===== config.mk =====
export PLATFORM = sky130hd
export DESIGN_NAME = nasti_read_arbiter
export DESIGN_NICKNAME = d
export VERILOG_FILES = /design/src/rtl/nasti_read_arbiter.sv
export SDC_FILE = /design/constraint.sdc
export NUM_CORES = 1
export LEC_CHECK = 0
export BUFFER_PORTS_ARGS = -buffer_cell sky130_fd_sc_hd__clkbuf_2
export CAP_MARGIN = 20
export CORE_AREA = 2 2 118 120
export CTS_CLUSTER_DIAMETER = 100
export CTS_CLUSTER_SIZE = 24
export DETAILED_ROUTE_END_ITERATION = 16
export DIE_AREA = 0 0 120 122
export GPL_ROUTABILITY_DRIVEN = 0
export PLACE_DENSITY_LB_ADDON = 0.12
export SYNTH_ARGS = -nofsm -noshare
export SYNTH_HDL_FRONTEND = slang
export SYNTH_SLANG_ARGS = --single-unit

===== constraint.sdc =====
create_clock -name clk -period 8.2 [get_ports clk]
set_input_delay 0.82 -clock clk [delete_from_list [all_inputs] [get_ports clk]]
set_output_delay 0.82 -clock clk [all_outputs]
set_load 0.02 [all_outputs]

===== src/rtl/nasti_read_arbiter.sv =====
// Two-requester NASTI read arbiter: round-robin AR mux into one registered slave slot,
// source-tagged IDs, R routing by ID MSB and per-requester outstanding-burst limits.
// Optional perf counters are enabled with `define NASTI_READ_ARB_PERF_EN.
module nasti_read_arbiter #(
  parameter int ADDR_W          = 32,
  parameter int DATA_W          = 64,
  parameter int ID_W            = 5,
  parameter int MAX_OUTSTANDING = 4,
  localparam int AR_W           = ADDR_W + 8 + 3 + ID_W,
  localparam int R_W            = DATA_W + ID_W + 3
) (
  input  logic                clk,
  input  logic                reset,
  input  logic [1:0]          m_ar_valid,
  output logic [1:0]          m_ar_ready,
  input  logic [2*AR_W-1:0]   m_ar_bits,
  output logic [1:0]          m_r_valid,
  input  logic [1:0]          m_r_ready,
  output logic [R_W-1:0]      m_r_bits,
  output logic                s_ar_valid,
  input  logic                s_ar_ready,
  output logic [AR_W:0]       s_ar_bits,
  input  logic                s_r_valid,
  output logic                s_r_ready,
  input  logic [R_W:0]        s_r_bits,
  output logic                idle,
  output logic                err_unexpected_r
`ifdef NASTI_READ_ARB_PERF_EN
  ,
  output logic [2*32-1:0]     perf_grants,
  output logic [2*32-1:0]     perf_stall
`endif
);

  localparam int CNT_W = $clog2(MAX_OUTSTANDING + 1);
  localparam logic [CNT_W-1:0] CNT_MAX = CNT_W'(MAX_OUTSTANDING);
  localparam logic [CNT_W-1:0] CNT_ZERO = {CNT_W{1'b0}};
  localparam logic [CNT_W-1:0] CNT_ONE = CNT_W'(1);
  // Position of the source tag inside the slave-side R bits {data,{src,id},resp,last}.
  localparam int SRC_BIT = ID_W + 3;

  logic                   s_ar_valid_q, s_ar_valid_d;
  logic [AR_W:0]          s_ar_bits_q, s_ar_bits_d;
  logic                   last_grant_q, last_grant_d;
  logic [1:0][CNT_W-1:0]  cnt_q, cnt_d;
  logic                   err_q, err_d;
  logic                   idle_q, idle_d;

  logic                   free_s;
  logic [1:0]             elig_s;
  logic                   grant_v_s;
  logic                   grant_idx_s;
  logic [AR_W-1:0]        req_bits_s;
  logic [AR_W:0]          ar_out_s;
  logic                   sel_s;
  logic                   r_last_hs_s;
  logic                   r_unexp_s;
  logic [1:0]             inc_s;
  logic [1:0]             dec_s;

  // AR eligibility and round-robin grant; a grant is only offered into a free slot.
  always_comb begin
    free_s      = !s_ar_valid_q || s_ar_ready;
    elig_s      = 2'b00;
    grant_v_s   = 1'b0;
    grant_idx_s = 1'b0;
    for (int i = 0; i < 2; i++) begin
      elig_s[i] = m_ar_valid[i] && (cnt_q[i] < CNT_MAX);
    end
    if (free_s) begin
      case (elig_s)
        2'b01: begin
          grant_v_s   = 1'b1;
          grant_idx_s = 1'b0;
        end
        2'b10: begin
          grant_v_s   = 1'b1;
          grant_idx_s = 1'b1;
        end
        2'b11: begin
          grant_v_s   = 1'b1;
          grant_idx_s = ~last_grant_q;
        end
        default: begin
          grant_v_s   = 1'b0;
          grant_idx_s = 1'b0;
        end
      endcase
    end else begin
      grant_v_s   = 1'b0;
      grant_idx_s = 1'b0;
    end
    if (grant_v_s) begin
      m_ar_ready = grant_idx_s ? 2'b10 : 2'b01;
    end else begin
      m_ar_ready = 2'b00;
    end
  end

  // Selected request with the source index spliced in as the new ID MSB.
  always_comb begin
    if (grant_idx_s) begin
      req_bits_s = m_ar_bits[2*AR_W-1:AR_W];
    end else begin
      req_bits_s = m_ar_bits[AR_W-1:0];
    end
    ar_out_s = {req_bits_s[AR_W-1:ID_W], grant_idx_s, req_bits_s[ID_W-1:0]};
  end

  // R pass-through: steer valid/ready by the source tag and strip it from the ID.
  always_comb begin
    sel_s = s_r_bits[SRC_BIT];
    if (s_r_valid) begin
      m_r_valid = sel_s ? 2'b10 : 2'b01;
    end else begin
      m_r_valid = 2'b00;
    end
    s_r_ready   = m_r_ready[sel_s];
    m_r_bits    = {s_r_bits[R_W:SRC_BIT+1], s_r_bits[SRC_BIT-1:0]};
    r_last_hs_s = s_r_valid && s_r_ready && s_r_bits[0];
    // A beat for a requester with nothing in flight is flagged and never decrements.
    r_unexp_s   = s_r_valid && (cnt_q[sel_s] == CNT_ZERO);
  end

  // Next-state for the slave AR slot, grant history, counters and status flags.
  always_comb begin
    s_ar_valid_d = s_ar_valid_q;
    s_ar_bits_d  = s_ar_bits_q;
    last_grant_d = last_grant_q;
    cnt_d        = cnt_q;
    inc_s        = 2'b00;
    dec_s        = 2'b00;
    if (grant_v_s) begin
      s_ar_valid_d = 1'b1;
      s_ar_bits_d  = ar_out_s;
      last_grant_d = grant_idx_s;
    end else if (s_ar_ready) begin
      s_ar_valid_d = 1'b0;
    end else begin
      s_ar_valid_d = s_ar_valid_q;
    end
    for (int i = 0; i < 2; i++) begin
      inc_s[i] = grant_v_s && (grant_idx_s == i[0]);
      dec_s[i] = r_last_hs_s && !r_unexp_s && (sel_s == i[0]);
      case ({inc_s[i], dec_s[i]})
        2'b10:   cnt_d[i] = cnt_q[i] + CNT_ONE;
        2'b01:   cnt_d[i] = cnt_q[i] - CNT_ONE;
        default: cnt_d[i] = cnt_q[i];
      endcase
    end
    err_d  = err_q || r_unexp_s;
    idle_d = !s_ar_valid_d && (cnt_d[0] == CNT_ZERO) && (cnt_d[1] == CNT_ZERO);
  end

  // State registers.
  always_ff @(posedge clk or posedge reset) begin
    if (reset) begin
      s_ar_valid_q <= 1'b0;
      s_ar_bits_q  <= {(AR_W+1){1'b0}};
      last_grant_q <= 1'b1;
      cnt_q        <= {(2*CNT_W){1'b0}};
      err_q        <= 1'b0;
      idle_q       <= 1'b1;
    end else begin
      s_ar_valid_q <= s_ar_valid_d;
      s_ar_bits_q  <= s_ar_bits_d;
      last_grant_q <= last_grant_d;
      cnt_q        <= cnt_d;
      err_q        <= err_d;
      idle_q       <= idle_d;
    end
  end

  assign s_ar_valid       = s_ar_valid_q;
  assign s_ar_bits        = s_ar_bits_q;
  assign idle             = idle_q;
  assign err_unexpected_r = err_q;

`ifdef NASTI_READ_ARB_PERF_EN
  logic [1:0][31:0] perf_grants_q, perf_grants_d;
  logic [1:0][31:0] perf_stall_q, perf_stall_d;

  // Free-running grant and stall counters, wrapping modulo 2^32.
  always_comb begin
    perf_grants_d = perf_grants_q;
    perf_stall_d  = perf_stall_q;
    for (int i = 0; i < 2; i++) begin
      if (inc_s[i]) begin
        perf_grants_d[i] = perf_grants_q[i] + 32'd1;
      end else begin
        perf_grants_d[i] = perf_grants_q[i];
      end
      if (m_ar_valid[i] && !m_ar_ready[i]) begin
        perf_stall_d[i] = perf_stall_q[i] + 32'd1;
      end else begin
        perf_stall_d[i] = perf_stall_q[i];
      end
    end
  end

  // Perf counter registers.
  always_ff @(posedge clk or posedge reset) begin
    if (reset) begin
      perf_grants_q <= {64{1'b0}};
      perf_stall_q  <= {64{1'b0}};
    end else begin
      perf_grants_q <= perf_grants_d;
      perf_stall_q  <= perf_stall_d;
    end
  end

  assign perf_grants = perf_grants_q;
  assign perf_stall  = perf_stall_q;
`endif

endmodule


==> run_results.csv <==
group,metric,value,unit
run_status,status,"completed",
synthesis,avgSynthCellArea,10.1,sq um
cells_and_area,regArea,1480,sq um
routing,route.detailed.drc,0,
critical_path,cp_max_fo,47,
cells_and_area,drive_above_1_share,45.1,%
sta,slew_violations,0,
cts,hold_buffers,0,
global_routing,grt_pass1_wl,12.2,mm
power,leakagePower,2.33,nW
floorplanning,pin_count,306,
cells_and_area,area_growth,22.9,%
cts,clock_latency,0.32,ns
critical_path,critPathSlowestCell,"buf_4",
critical_path,cpMostUsedCell,"inv_2",
routing,drt_iter0_drc,52,
sta,clock.fmax,260,MHz
cts,cts_tree,"done",
floorplanning,start_util,24.8,%
synthesis,synth_nets,512,
sta,post-route-min-period,3.85,ns
critical_path,cp.required,8.43,ns
synthesis,yosys.cell_types.count,32,
sta,relSlewSlack,40.8,%
critical_path,crit_arrival,4.08,ns
sta,post-route-period-util,47.0,%
cells_and_area,fill_cells,1481,
cells_and_area,multi_input_area,1210,sq um
critical_path,path_cells,"clkbuf_2 -> nor2b_1 -> a211o_2 -> buf_4 -> inv_2 -> nor2_2 -> inv_2 -> ha_1 -> fa_1 -> mux2_4 -> or4_1 -> nor4_2",
floorplanning,die_w,120,um
cts,post_cts_buffers,0,
cts,root_buffer,"clkbuf_16",
global_routing,grt_pass1_vias,2491,
cells_and_area,nNetsFinal,602,
critical_path,start_kind,"input port",
cts,ctsHtreeMaxLevel,3,
cts,cts.sinks,59,
placement,dp_cells,590,
routing,antenna_left,0,
floorplanning,coreArea,13500,sq um
sta,finalHoldViolCount,0,
sta,worstMarginPinSlew,0.888,ns
synthesis,seq_area_frac_synth,44.2,%
cts,clk_pin_slew,0.05,ns
synthesis,syn-cell-area,3350,sq um
floorplanning,rows,43,
sta,setup_viol,0,
global_routing,antenna_found_initial,0,
routing,dr.pass1.iters,4,
global_routing,grt_overflow,0,
routing,vias,2474,
cts,cts_made_buffers,9,
sta,skew,0.00530,ns
routing,wirelength_met1,3.10,mm
floorplanning,die_area,14600,sq um
critical_path,cpLargestDelayFamily,"simple AND/OR/NAND/NOR gates",
routing,wl_met3,550,um
power,power.density,392,nW/um^2
synthesis,yosys_register_bits,59,
critical_path,worst-setup-path-type,"in -> reg",
routing,wl_per_cell,12.8,um
power,vdd_drop_max,0.000114,V
critical_path,critPathMaxStageDelay,0.59,ns
power,total_power,1.61,mW
routing,met2_length,3.84,mm
cells_and_area,diodes,0,
cts,ctsResizeCount,0,
global_routing,grt_max_degree,95,
hold_path,hold_class,"reg -> reg",
cts,cts.path.max_buffers,2,
job,cap_violations,0,
placement,hpwlAfterDp,5.83,mm
synthesis,syn_inst,331,
sta,tns,0,ns
placement,port_buffers,163,
global_routing,grt_usage,10.8,%
cells_and_area,layout.cells.non_filler,606,
critical_path,end_kind,"flop",
critical_path,crit_buf_inv,4,
routing,via_per_inst,4.08,
routing,routed_wirelength,7.76,mm
floorplanning,fp.dieH,122,um
sta,rsz0062_at_grt,"no",
synthesis,yosys_warnings,0,
routing,top_layer,"met4",
cells in the final DEF (no fill, tap or decap), types with 2 or more instances in the layout:
cell / Yosys / routed
a21o_1: 5 / 5
a22o_1: 5 / 5
buf_4: 76 / 3
bufinv_16: 0 / 3
clkbuf_16: 0 / 9
clkbuf_2: 0 / 163
clkinv_2: 0 / 2
dfrtp_1: 57 / 57
dfstp_2: 2 / 2
fa_1: 2 / 2
ha_1: 2 / 2
inv_1: 3 / 2
inv_2: 3 / 4
mux2i_1: 44 / 44
nand2_1: 50 / 50
nand2b_1: 3 / 3
nor2_1: 2 / 2
nor2b_1: 4 / 4
nor3_1: 2 / 2
o21ai_1: 43 / 43
xnor2_1: 3 / 3
xor2_1: 3 / 3
power by group:
part,leakage [nW],switching [mW],internal (mW)
registers,0.711,0.0813,0.434
logic,1.45,0.416,0.250
clock network,0.169,0.129,0.304
Yosys cell counts, drive strengths merged:
cell    number  area, sq um
or3          1         6.26
dfrtp       57         1430
buf         84          642
clkbuf       3         11.3
ha           2         25.0
a21o         5         37.5
nor3         2         10.0
o21ai       44          220
and2         1         6.26
nor4b        1         8.76
xnor2        3         26.3
or4          1         7.51
a211o        1         8.76
dfstp        2         52.6
o21bai       1         7.51
a22o         5         43.8
nor4         2         18.8
nand2b       3         18.8
nand2       50          188
inv          6         22.5
xor2         3         26.3
mux2         1         15.0
mux2i       44          440
nor2b        4         25.0
fa           2         40.0
nor2         3         13.8
sequential cells by signal, indices dropped and copies added, names as in the netlist:
register and cells:
err_unexpected_r 1, s_ar_bits 49, last_grant_q 1, s_ar_valid 1, cnt_q 6, idle 1
final cells by class:
cell class                 instances  share of cell area (%)
clock buffer                      11                    5.90
inverter                           6                   0.547
timing repair buffer             166                    20.4
tap                              180                    5.47
clock inverter                     5                    2.43
multi-input combinational        179                    29.3
sequential                        59                    35.9
worst paths after layout:
| kind | slack, ns | cells past startpoint | from | end |
|---|---|---|---|---|
| max | 4.35 | 12 | m_ar_valid[0] | idle |
| min | 0.46 | 1 | err_unexpected_r | err_unexpected_r |
| max reg2reg | 4.51 | 11 | cnt_q[2] | idle |
| min reg2reg | 0.46 | 1 | err_unexpected_r | err_unexpected_r |
| max in group asynchronous | 6.98 | 3 | reset | cnt_q[3] |
| min in group asynchronous | 0.71 | 3 | reset | s_ar_bits[30] |
kinds of logic after synthesis:
| kind of cell | Yosys count | synth area share, % |
|---|---|---|
| xor gates and xnor gates | 6 | 1.57 |
| AOI/OAI and AO/OA | 56 | 9.49 |
| and+or+nand+nor | 68 | 9.04 |
| DFF | 59 | 44.2 |
| adders and majority gates | 4 | 1.94 |
| buffers and inverters | 93 | 20.2 |
| muxes | 45 | 13.6 |
routing by layer:
layer,vias to the layer above,track usage [%]
met2,124,17.6
met3,33,2.86
met5,-,0
met4,0,7.50
met1,1106,12.4
li1,1211,-
through the flow:
step           area [sq um]  utilization, %  worst slack (ns)  hold WS, ns
2_1_floorplan          3350               -              4.86        0.439
6_report               4110            30.5              4.35        0.459
3_3_place_gp           3770            27.9              4.01        0.456
4_1_cts                4110            30.5              4.29        0.467
5_1_grt                4110            30.5              4.08        0.501
3_5_place_dp           3770            27.9              3.96        0.453
No activity file was read; power rests on OpenSTA's default activity.
